## config.mk

```make
export PLATFORM = sky130hd
export DESIGN_NAME = seg_scan_display
export DESIGN_NICKNAME = d
export VERILOG_FILES = /design/src/rtl/seg_scan_display_pkg.sv /design/src/rtl/seg_scan_display_tick.sv /design/src/rtl/seg_scan_display.sv
export SDC_FILE = /design/constraint.sdc
export NUM_CORES = 1
export LEC_CHECK = 0
export ABC_AREA = 1
export CAP_MARGIN = 20
export CORE_MARGIN = 1.5
export CORE_UTILIZATION = 51
export DETAILED_ROUTE_END_ITERATION = 8
export GPL_TIMING_DRIVEN = 0
export PLACE_DENSITY = 0.77
export SLEW_MARGIN = 20
export SYNTH_ARGS = -nofsm -noshare
export SYNTH_HDL_FRONTEND = slang
export SYNTH_SLANG_ARGS = --single-unit
```

## constraint.sdc

```tcl
create_clock -name clk -period 2 [get_ports clk]
set_input_delay 0.6 -clock clk [delete_from_list [all_inputs] [get_ports clk]]
set_output_delay 0.6 -clock clk [all_outputs]
set_load 0.05 [all_outputs]
```

## src/rtl/seg_scan_display_pkg.sv

```systemverilog
// seg_scan_display_pkg
//   Shared constants for the 7-segment scan driver: glyph codes for the
//   board's tubes, bit order {dp,g,f,e,d,c,b,a}, active-high segments.
//   GLYPH_EMP is the all-off pattern and the default blank code.
package seg_scan_display_pkg;

    localparam logic [7:0] GLYPH_F   = 8'h71;
    localparam logic [7:0] GLYPH_R   = 8'h50;
    localparam logic [7:0] GLYPH_E   = 8'h79;
    localparam logic [7:0] GLYPH_A   = 8'h77;
    localparam logic [7:0] GLYPH_U   = 8'h1C;
    localparam logic [7:0] GLYPH_T   = 8'h78;
    localparam logic [7:0] GLYPH_O   = 8'h5C;
    localparam logic [7:0] GLYPH_S   = 8'h6D;
    localparam logic [7:0] GLYPH_D   = 8'h5E;
    localparam logic [7:0] GLYPH_Y   = 8'h6E;
    localparam logic [7:0] GLYPH_P   = 8'h73;
    localparam logic [7:0] GLYPH_L   = 8'h38;
    localparam logic [7:0] GLYPH_ONE = 8'h06;
    localparam logic [7:0] GLYPH_TWO = 8'h5B;
    localparam logic [7:0] GLYPH_EMP = 8'h00;

    // Width of an index able to address n items (at least 1 bit).
    function automatic int idx_width(input int n);
        return (n > 1) ? $clog2(n) : 1;
    endfunction

endpackage

```

## src/rtl/seg_scan_display_tick.sv

```systemverilog
// scan_tick_gen
//   Free-running prescaler producing a one-cycle clock-enable tick every
//   DIV clk cycles. div_cnt runs 0..DIV-1; tick is high while div_cnt is
//   at its last value, after which it wraps to 0.
// Ports:
//   clk    in   system clock
//   rst_n  in   async active-low reset
//   tick   out  clock-enable strobe, one cycle every DIV cycles
module scan_tick_gen
    import seg_scan_display_pkg::*;
#(
    parameter int DIV = 200000
)(
    input  logic clk,
    input  logic rst_n,
    output logic tick
);

    localparam int CNT_W = idx_width(DIV);
    localparam logic [CNT_W-1:0] CNT_LAST = CNT_W'(DIV - 1);

    logic [CNT_W-1:0] div_cnt;

    always_ff @(posedge clk or negedge rst_n) begin
        if (!rst_n) begin
            div_cnt <= '0;
        end else if (div_cnt == CNT_LAST) begin
            div_cnt <= '0;
        end else begin
            div_cnt <= div_cnt + CNT_W'(1);
        end
    end

    assign tick = (div_cnt == CNT_LAST);

endmodule

```

## src/rtl/seg_scan_display.sv

```systemverilog
// seg_scan_display
//   Time-multiplexed 7-segment driver. Scans NUM_DIGITS digits one-hot on
//   seg_en, routing the current glyph to tube1 (digits below BANK_SPLIT)
//   or tube2 (the rest); the idle bank shows BLANK_CODE. Frames are
//   double-buffered: a load lands in a shadow copy and is promoted only at
//   the frame wrap, so text never changes mid-scan.
//   Optional blinking is compiled in with the macro SEG_BLINK_EN.
// Ports:
//   clk         in   system clock
//   rst_n       in   async active-low reset
//   load        in   1-cycle strobe capturing frame_i / blink_i
//   frame_i     in   glyph for digit k at [8k+7:8k]
//   blink_i     in   per-digit blink mask (SEG_BLINK_EN builds only)
//   seg_en      out  one-hot digit enable
//   tube1       out  segment pattern, low bank
//   tube2       out  segment pattern, high bank
//   frame_done  out  1-cycle pulse when the last slot ends
module seg_scan_display
    import seg_scan_display_pkg::*;
#(
    parameter int         NUM_DIGITS   = 8,
    parameter int         BANK_SPLIT   = 4,
    parameter int         SCAN_DIV     = 200000,
    parameter int         BLINK_FRAMES = 64,
    parameter logic [7:0] BLANK_CODE   = GLYPH_EMP
)(
    input  logic                    clk,
    input  logic                    rst_n,
    input  logic                    load,
    input  logic [8*NUM_DIGITS-1:0] frame_i,
    input  logic [NUM_DIGITS-1:0]   blink_i,
    output logic [NUM_DIGITS-1:0]   seg_en,
    output logic [7:0]              tube1,
    output logic [7:0]              tube2,
    output logic                    frame_done
);

    localparam int IDX_W = idx_width(NUM_DIGITS);
    localparam logic [IDX_W-1:0] IDX_LAST = IDX_W'(NUM_DIGITS - 1);

    logic                    tick;
    logic                    wrap;
    logic [IDX_W-1:0]        idx;
    logic [IDX_W-1:0]        idx_next;
    logic [8*NUM_DIGITS-1:0] act_frame;
    logic [8*NUM_DIGITS-1:0] shd_frame;
    logic [8*NUM_DIGITS-1:0] act_frame_next;
    logic                    pending;
    logic [7:0]              glyph_next;
    logic                    blank_next;
    logic [7:0]              shown;

    scan_tick_gen #(.DIV(SCAN_DIV)) u_tick (
        .clk   (clk),
        .rst_n (rst_n),
        .tick  (tick)
    );

    assign wrap     = tick && (idx == IDX_LAST);
    assign idx_next = wrap ? '0 : idx + IDX_W'(1);

    // Frame that is active after this edge. The output update at a wrap
    // must already see the promoted (or bypassed) frame so slot 0 of the
    // new frame shows the new text.
    always_comb begin
        act_frame_next = act_frame;
        if (wrap && load) begin
            act_frame_next = frame_i;
        end else if (wrap && pending) begin
            act_frame_next = shd_frame;
        end
    end

    always_ff @(posedge clk or negedge rst_n) begin
        if (!rst_n) begin
            idx       <= '0;
            act_frame <= {NUM_DIGITS{BLANK_CODE}};
            shd_frame <= {NUM_DIGITS{BLANK_CODE}};
            pending   <= 1'b0;
        end else begin
            act_frame <= act_frame_next;
            if (load && !wrap) begin
                shd_frame <= frame_i;
                pending   <= 1'b1;
            end else if (wrap) begin
                pending   <= 1'b0;
            end
            if (tick) begin
                idx <= idx_next;
            end
        end
    end

`ifdef SEG_BLINK_EN
    localparam int FC_W = idx_width(BLINK_FRAMES);
    localparam logic [FC_W-1:0] FC_LAST = FC_W'(BLINK_FRAMES - 1);

    logic [NUM_DIGITS-1:0] act_blink;
    logic [NUM_DIGITS-1:0] shd_blink;
    logic [NUM_DIGITS-1:0] act_blink_next;
    logic [FC_W-1:0]       frame_cnt;
    logic                  phase_on;
    logic                  phase_on_next;

    always_comb begin
        act_blink_next = act_blink;
        if (wrap && load) begin
            act_blink_next = blink_i;
        end else if (wrap && pending) begin
            act_blink_next = shd_blink;
        end
    end

    // Phase flips at the wrap ending the last frame of a half-period; the
    // new phase applies from slot 0 of the following frame.
    assign phase_on_next = (wrap && frame_cnt == FC_LAST) ? !phase_on : phase_on;

    always_ff @(posedge clk or negedge rst_n) begin
        if (!rst_n) begin
            act_blink <= '0;
            shd_blink <= '0;
            frame_cnt <= '0;
            phase_on  <= 1'b1;
        end else begin
            act_blink <= act_blink_next;
            phase_on  <= phase_on_next;
            if (load && !wrap) begin
                shd_blink <= blink_i;
            end
            if (wrap) begin
                frame_cnt <= (frame_cnt == FC_LAST) ? '0 : frame_cnt + FC_W'(1);
            end
        end
    end

    assign blank_next = !phase_on_next && act_blink_next[idx_next];
`else
    logic unused_blink;
    assign unused_blink = ^blink_i;
    assign blank_next   = 1'b0;
`endif

    assign glyph_next = act_frame_next[8*int'(idx_next) +: 8];
    assign shown      = blank_next ? BLANK_CODE : glyph_next;

    always_ff @(posedge clk or negedge rst_n) begin
        if (!rst_n) begin
            seg_en     <= NUM_DIGITS'(1);
            tube1      <= BLANK_CODE;
            tube2      <= BLANK_CODE;
            frame_done <= 1'b0;
        end else begin
            frame_done <= wrap;
            if (tick) begin
                seg_en <= NUM_DIGITS'(1) << idx_next;
                if (int'(idx_next) < BANK_SPLIT) begin
                    tube1 <= shown;
                    tube2 <= BLANK_CODE;
                end else begin
                    tube1 <= BLANK_CODE;
                    tube2 <= shown;
                end
            end
        end
    end

endmodule
```

==> impl_metrics.ini, run 1 <==
[sta]
fmax_mhz = 462
skew_ps = 11.3
period_share_pct = 108
hold_viol_final = 0
rsz0062_at_grt = true
fin_ws_ps = -164
setup_viol = 64
slew-limit-headroom_pct = 52.5
tightest_slew_ps = 712
holdWs_ps = 163
slew_viol_final = 0
min_period_ps = 2160

[status]
violations = negative setup slack
status = finished with violations

[final_layout]
stdcell_count = 1471
diodes = 0
syn2layout_area_growth_pct = 46.7
final_layout_size_suffix_gt1_share_pct = 30.3
num-fill-cells = 1010
final_nets = 1319

[clocking]
cts_tree = yes
clkLatencyLatePin_ps = 440
htree_levels = 4
cts-root-buf = clkbuf_16
numCtsBuffers = 17
cts_max_path_buffers = 2
hold_buffers = 0
clk_pin_slew_ps = 70
cts.sink_count = 175

[grt]
antenna_found_initial = 0
grt-ovfl-total = 0
grt_pass1_wl_um = 48000
grt_pass1_vias = 9021
grtUsageTotal_pct = 35.2
grt_max_degree = 90

[detailed_routing]
drtIter0Drc = 1233
drc = 0
antenna_left = 0
viasPerCell = 6.14
wire_per_inst_um = 22.1
vias = 9032
dr.pass1.iters = 7
drt_wl_total_um = 32500

[synthesis]
yosysUniqueCellTypes = 31
synth_top_family_by_area = simple AND/OR/NAND/NOR gates
synth-simple-area-share_pct = 34.1
synthAdderAreaFrac_pct = 0.867
synth_xor_area_share_pct = 0.303
synth_compound_area_share_pct = 5.38
syn_inst = 1059
ys_ff_latch = 175
mappedNetlistNets = 1140
synth-warning-count = 0
syn_area_per_cell_um2 = 8.18
synthMuxAreaShare_pct = 0
seq_area_frac_synth_pct = 50.6
syn_area_um2 = 8660

[place]
port_buffers = 90
globalplace.congestion = 0.910
place_hpwl_um = 17000
dp.cells = 1370

[floorplan]
fp.dieW_um = 133
die_h_um = 133
dieArea_um2 = 17800
start_util_pct = 52.2
boundaryPins = 100
core_um2 = 16600
rows = 47

[pwr]
p_leak_nw = 5.78
ir_worst_vdd_mv = 0.693
powerDensity_nw_per_um2 = 602

[flow_run]
maxCapViolCount = 0

[critical_path]
crit_fanout = 10
cp.required_ps = 2330
crit_path_end_kind = register
critPathKind = register to register
start_kind = register
crit_arrival_ps = 2490

[min_path]
worstHoldPathType = primary input to async pin
[power by group]
part	internal [mW]	leakage [nW]	switching [mW]
Clock	2.01	0.296	1.44
Sequential	3.65	1.89	0.0818
Combinational	0.194	3.59	0.269
Total	5.86	5.78	1.79
[synth_stat cells]
master,instances,area [um2]
nand3_1,244,1220
nand2_1,242,908
dfrtp_1,174,4350
inv_1,101,379
o21ai_0,80,400
and2_1,64,400
buf_2,25,125
clkbuf_1,21,78.8
nor2_1,20,75.1
nand4_1,16,100
buf_6,11,124
nand3_2,11,110
a21oi_1,7,35.0
nor3_1,7,35.0
ha_1,6,75.1
inv_2,4,15.0
nor2_2,4,25.0
buf_1,3,11.3
buf_4,3,22.5
xor2_1,3,26.3
a211oi_1,2,15.0
nand2_2,2,12.5
and3_1,1,6.26
dfstp_2,1,26.3
nand2_4,1,11.3
nand4_2,1,12.5
nor2_4,1,11.3
nor2_8,1,20.0
nor4_1,1,6.26
o211ai_1,1,7.51
o21a_1,1,7.51
[worst max-delay path, cell delays in order (launching register included)]
cell and delay (ps):
dfrtp_1 400, ha_4 170, nand3_4 100, nor2_4 160, buf_4 160, nand4_4 220, buf_6 230, nand2_1 100
nand3_2 110, nand3_2 90, nand3_2 130, nand3_2 110, nand2_1 60
[cells in the final DEF (no fill, tap or decap), types with 11 or more instances in the layout]
cell type | netlist | final
and2_1 | 64 | 64
buf_12 | 0 | 11
buf_4 | 3 | 53
buf_6 | 11 | 31
buf_8 | 0 | 13
clkbuf_16 | 0 | 19
clkdlybuf4s50_1 | 0 | 64
dfrtp_1 | 174 | 174
dlygate4sd2_1 | 0 | 23
inv_1 | 101 | 97
nand2_1 | 242 | 217
nand2_2 | 2 | 15
nand2_4 | 1 | 11
nand3_1 | 244 | 97
nand3_2 | 11 | 141
nand3_4 | 0 | 17
nand4_1 | 16 | 16
o21ai_0 | 80 | 76
[final cells by class]
cell class                 count  area [um2]  share of cell area, %
clock inverter                 8         104                  0.817
multi-input combinational    717        4690                   36.9
timing repair buffer         161        1660                   13.0
tap                          220         275                   2.17
sequential                   175        4380                   34.5
inverter                     105         424                   3.34
buffer                        61         677                   5.33
clock buffer                  24         502                   3.95
[metrics by stage]
| step | utilization [%] | power, mW | worst slack [ps] | setup TNS, ps | instance area (um2) |
|---|---|---|---|---|---|
| global route | 76.6 | 7.84 | -241 | -9050 | 12700 |
| global placement | 59.3 | 4.17 | -6880 | -1221100 | 9840 |
| CTS | 74.1 | 7.54 | -89.5 | -856 | 12300 |
| floorplan | - | 3.91 | 63.8 | 0 | 8660 |
| detailed placement | 59.5 | 4.19 | -529 | -26030 | 9870 |
| finish | 76.6 | 7.65 | -164 | -3460 | 12700 |
[final timing paths]
| check | cells after the start | end | startpoint | slack (ps) |
|---|---|---|---|---|
| max reg2reg | 12 | tube1[6] | u_tick.div_cnt[0] | -160 |
| min in group clk | 2 | tube2[3] | tube2[3] | 480 |
| max | 12 | tube1[6] | u_tick.div_cnt[0] | -160 |
| min | 1 | u_tick.div_cnt[2] | rst_n | 160 |
| min reg2reg | 2 | tube2[3] | tube2[3] | 480 |
| max in group asynchronous | 2 | shd_frame[36] | rst_n | 950 |
[timing repair]
item                                    4_1_cts  5_1_grt
endpoints found under the setup margin      174      133
gates resized for setup                     314       99
endpoints found under the hold margin         0        0
setup buffers                                44       17
cloned                                       12        1
pin swaps                                    73       45
[per-layer routing]
metal / global-route usage, % / up-vias / wire [um]
met2: 56.7 / 707 / 15500
li1: - / 3833 / -
met5: 0 / - / 0
met1: 44.0 / 4301 / 11500
met3: 7.72 / 191 / 3310
met4: 20.2 / 0 / 2220
[registers in the layout, indices dropped and copies added (netlist names)]
signal and count:
u_tick.div_cnt 18, act_frame 64, pending 1, idx 3, shd_frame 64, frame_done 1, seg_en 8, tube2 8
tube1 8
[logic make-up after synthesis]
logic type               Yosys count
AO/OA/AOI/OAI                     91
XOR/XNOR                           3
flip-flops                       175
buffers and inverters            168
AND/OR/NAND/NOR                  616
adder cells (fa/ha/maj)            6
Power figures use the tool's default switching activity.
==> run 2: changes to the inputs <==
--- a/config.mk
+++ b/config.mk
@@ -12,6 +12,7 @@
 export DETAILED_ROUTE_END_ITERATION = 8
 export GPL_TIMING_DRIVEN = 0
 export PLACE_DENSITY = 0.77
+export SKIP_CTS_REPAIR_TIMING = 1
 export SLEW_MARGIN = 20
 export SYNTH_ARGS = -nofsm -noshare
 export SYNTH_HDL_FRONTEND = slang
==> impl_metrics.ini, run 2 (synthesis gave the netlist of run 1 again) <==
[detailed_routing]
drtIter0Drc = 883
drt_wl_total_um = 26800
antenna_left = 0
dr.pass1.iters = 6
vias = 8186
wire_per_inst_um = 18.8
drc = 0
viasPerCell = 5.74

[final_layout]
diodes = 0
layout.cells.most_common_list = nand2_1 (212), dfrtp_1 (171), nand3_1 (170), inv_1 (98), nand3_2 (82)
top_regs = act_frame (64), shd_frame (64), u_tick.div_cnt (18)
final_layout_size_suffix_gt1_share_pct = 22.4
layout_commonest_cell = nand2_1
syn2layout_area_growth_pct = 34.7
final_nets = 1274
num-fill-cells = 1243
final_area_um2 = 11700

[floorplan]
rows = 47
fp.dieW_um = 133
dieArea_um2 = 17800
start_util_pct = 52.2
boundaryPins = 100
die_h_um = 133
core_um2 = 16600

[grt]
antenna_found_initial = 0
grt-busiest-layer = met2
grt-ovfl-total = 0
grt_max_degree = 90
grt_pass1_vias = 7560
grt.met2_usage_pct = 44.9
use_met3_pct = 6.01
grtUsageTotal_pct = 28.7
use_met1_pct = 40.0
grt_pass1_wl_um = 39400

[sta]
setup_viol = 20
rsz0062_at_grt = true
tightest_slew_ps = 750
slew_viol_final = 0
period_share_pct = 112
min_period_ps = 2230
skew_ps = 12.6
hold_viol_final = 0
fin_ws_ps = -231
slew-limit-headroom_pct = 50.0
fmax_mhz = 448
holdWs_ps = 168

[clocking]
cts_tree = yes
clkLatencyLatePin_ps = 440
cts_max_path_buffers = 2
cts.sink_count = 175
cts-root-buf = clkbuf_16
htree_levels = 4
numCtsBuffers = 17
clk_pin_slew_ps = 70

[place]
placed_area_um2 = 9870
port_buffers = 90
globalplace.congestion = 0.910
pre_cts_slack_ps = -529
place_hpwl_um = 17000

[critical_path]
r2r-start = u_tick.div_cnt[14]
crit_fanout = 5
cp.required_ps = 2340
slowest_stage = dfrtp_1
crit_path_end_kind = register
crit_arrival_ps = 2570
reg2reg_slack_ps = -230
reg2reg_to = tube2[4]
critPathKind = register to register
path_cells = nor2_1 > nand2_1 > nor2_4 > nand2_4 > nor2_8 > nand2_4 > inv_4 > buf_8 > clkbuf_16 > nand2_2 > nand3_1 > nand3_1 > nand3_2 > nand2_1
rr_worst_depth = 14
start_kind = register
cpPeakStageDelay_ps = 410

[pwr]
p_leak_nw = 5.43
powerDensity_nw_per_um2 = 651
ir_worst_vdd_mv = 0.681

[status]
status = finished with violations
violations = negative setup slack

[flow_run]
maxCapViolCount = 0

[min_path]
worstHoldPathType = primary input to async pin
## run 2: cell count changes in the layout (fill, tap and decap cells not counted), sizes merged
cell	change
dlymetal6s2s	+24
inv	-1
clkbuf	+5
dlygate4sd2	-23
clkinvlp	+1
buf	-49
clkdlybuf4s15	-2
## run 2: layout make-up
type	count	area (um2)	area share [%]
clock inverters	8	104	0.891
inverters	105	403	3.46
repair buffers	115	1230	10.6
plain buffers	62	587	5.03
multi-input cells	717	4170	35.8
flip-flops and latches	175	4380	37.6
well taps	220	275	2.36
clock buffers	24	502	4.30
## run 2: per-layer routing
layer | wire, um | share of wire [%]
met1 | 10700 | 40
met2 | 12900 | 48
met3 | 2150 | 8.0
met4 | 1000 | 3.7
met5 | 0 | 0
## run 2: how the worst max path moves through the flow
stage,from,end,slack (ps),depth (start not counted)
2_1_floorplan,idx[0],tube1[2],60,13
3_3_place_gp,rst_n,tube2[7],-6880,1
3_5_place_dp,u_tick.div_cnt[0],tube1[2],-530,11
4_1_cts,u_tick.div_cnt[0],tube1[2],-550,11
5_1_grt,u_tick.div_cnt[5],tube1[3],-290,14
6_report,u_tick.div_cnt[14],tube2[4],-230,14
## run 2: critical path: cells and delay by family, from the launching register on
family / cells / cell delay, ps
and+or+nand+nor: 11 / 1300
DFF: 1 / 410
buffers and inverters: 3 / 400
## run 2: metrics by stage
stage | util [%] | instances | TNS [ps] | power [mW]
global route | 70.3 | 1426 | -5670 | 7.80
floorplan | - | 1059 | 0 | 3.91
detailed placement | 59.5 | 1370 | -26030 | 4.19
global placement | 59.3 | 1369 | -1221100 | 4.17
finish | 70.3 | 1426 | -2860 | 7.59
CTS | 63.2 | 1402 | -33510 | 7.52
## run 2: power by group
part           switching, mW  internal (mW)  total [mW]
sequential            0.0656           3.65        3.72
combinational          0.246          0.195       0.441
clock                   1.42           2.01        3.43
total                   1.73           5.86        7.59
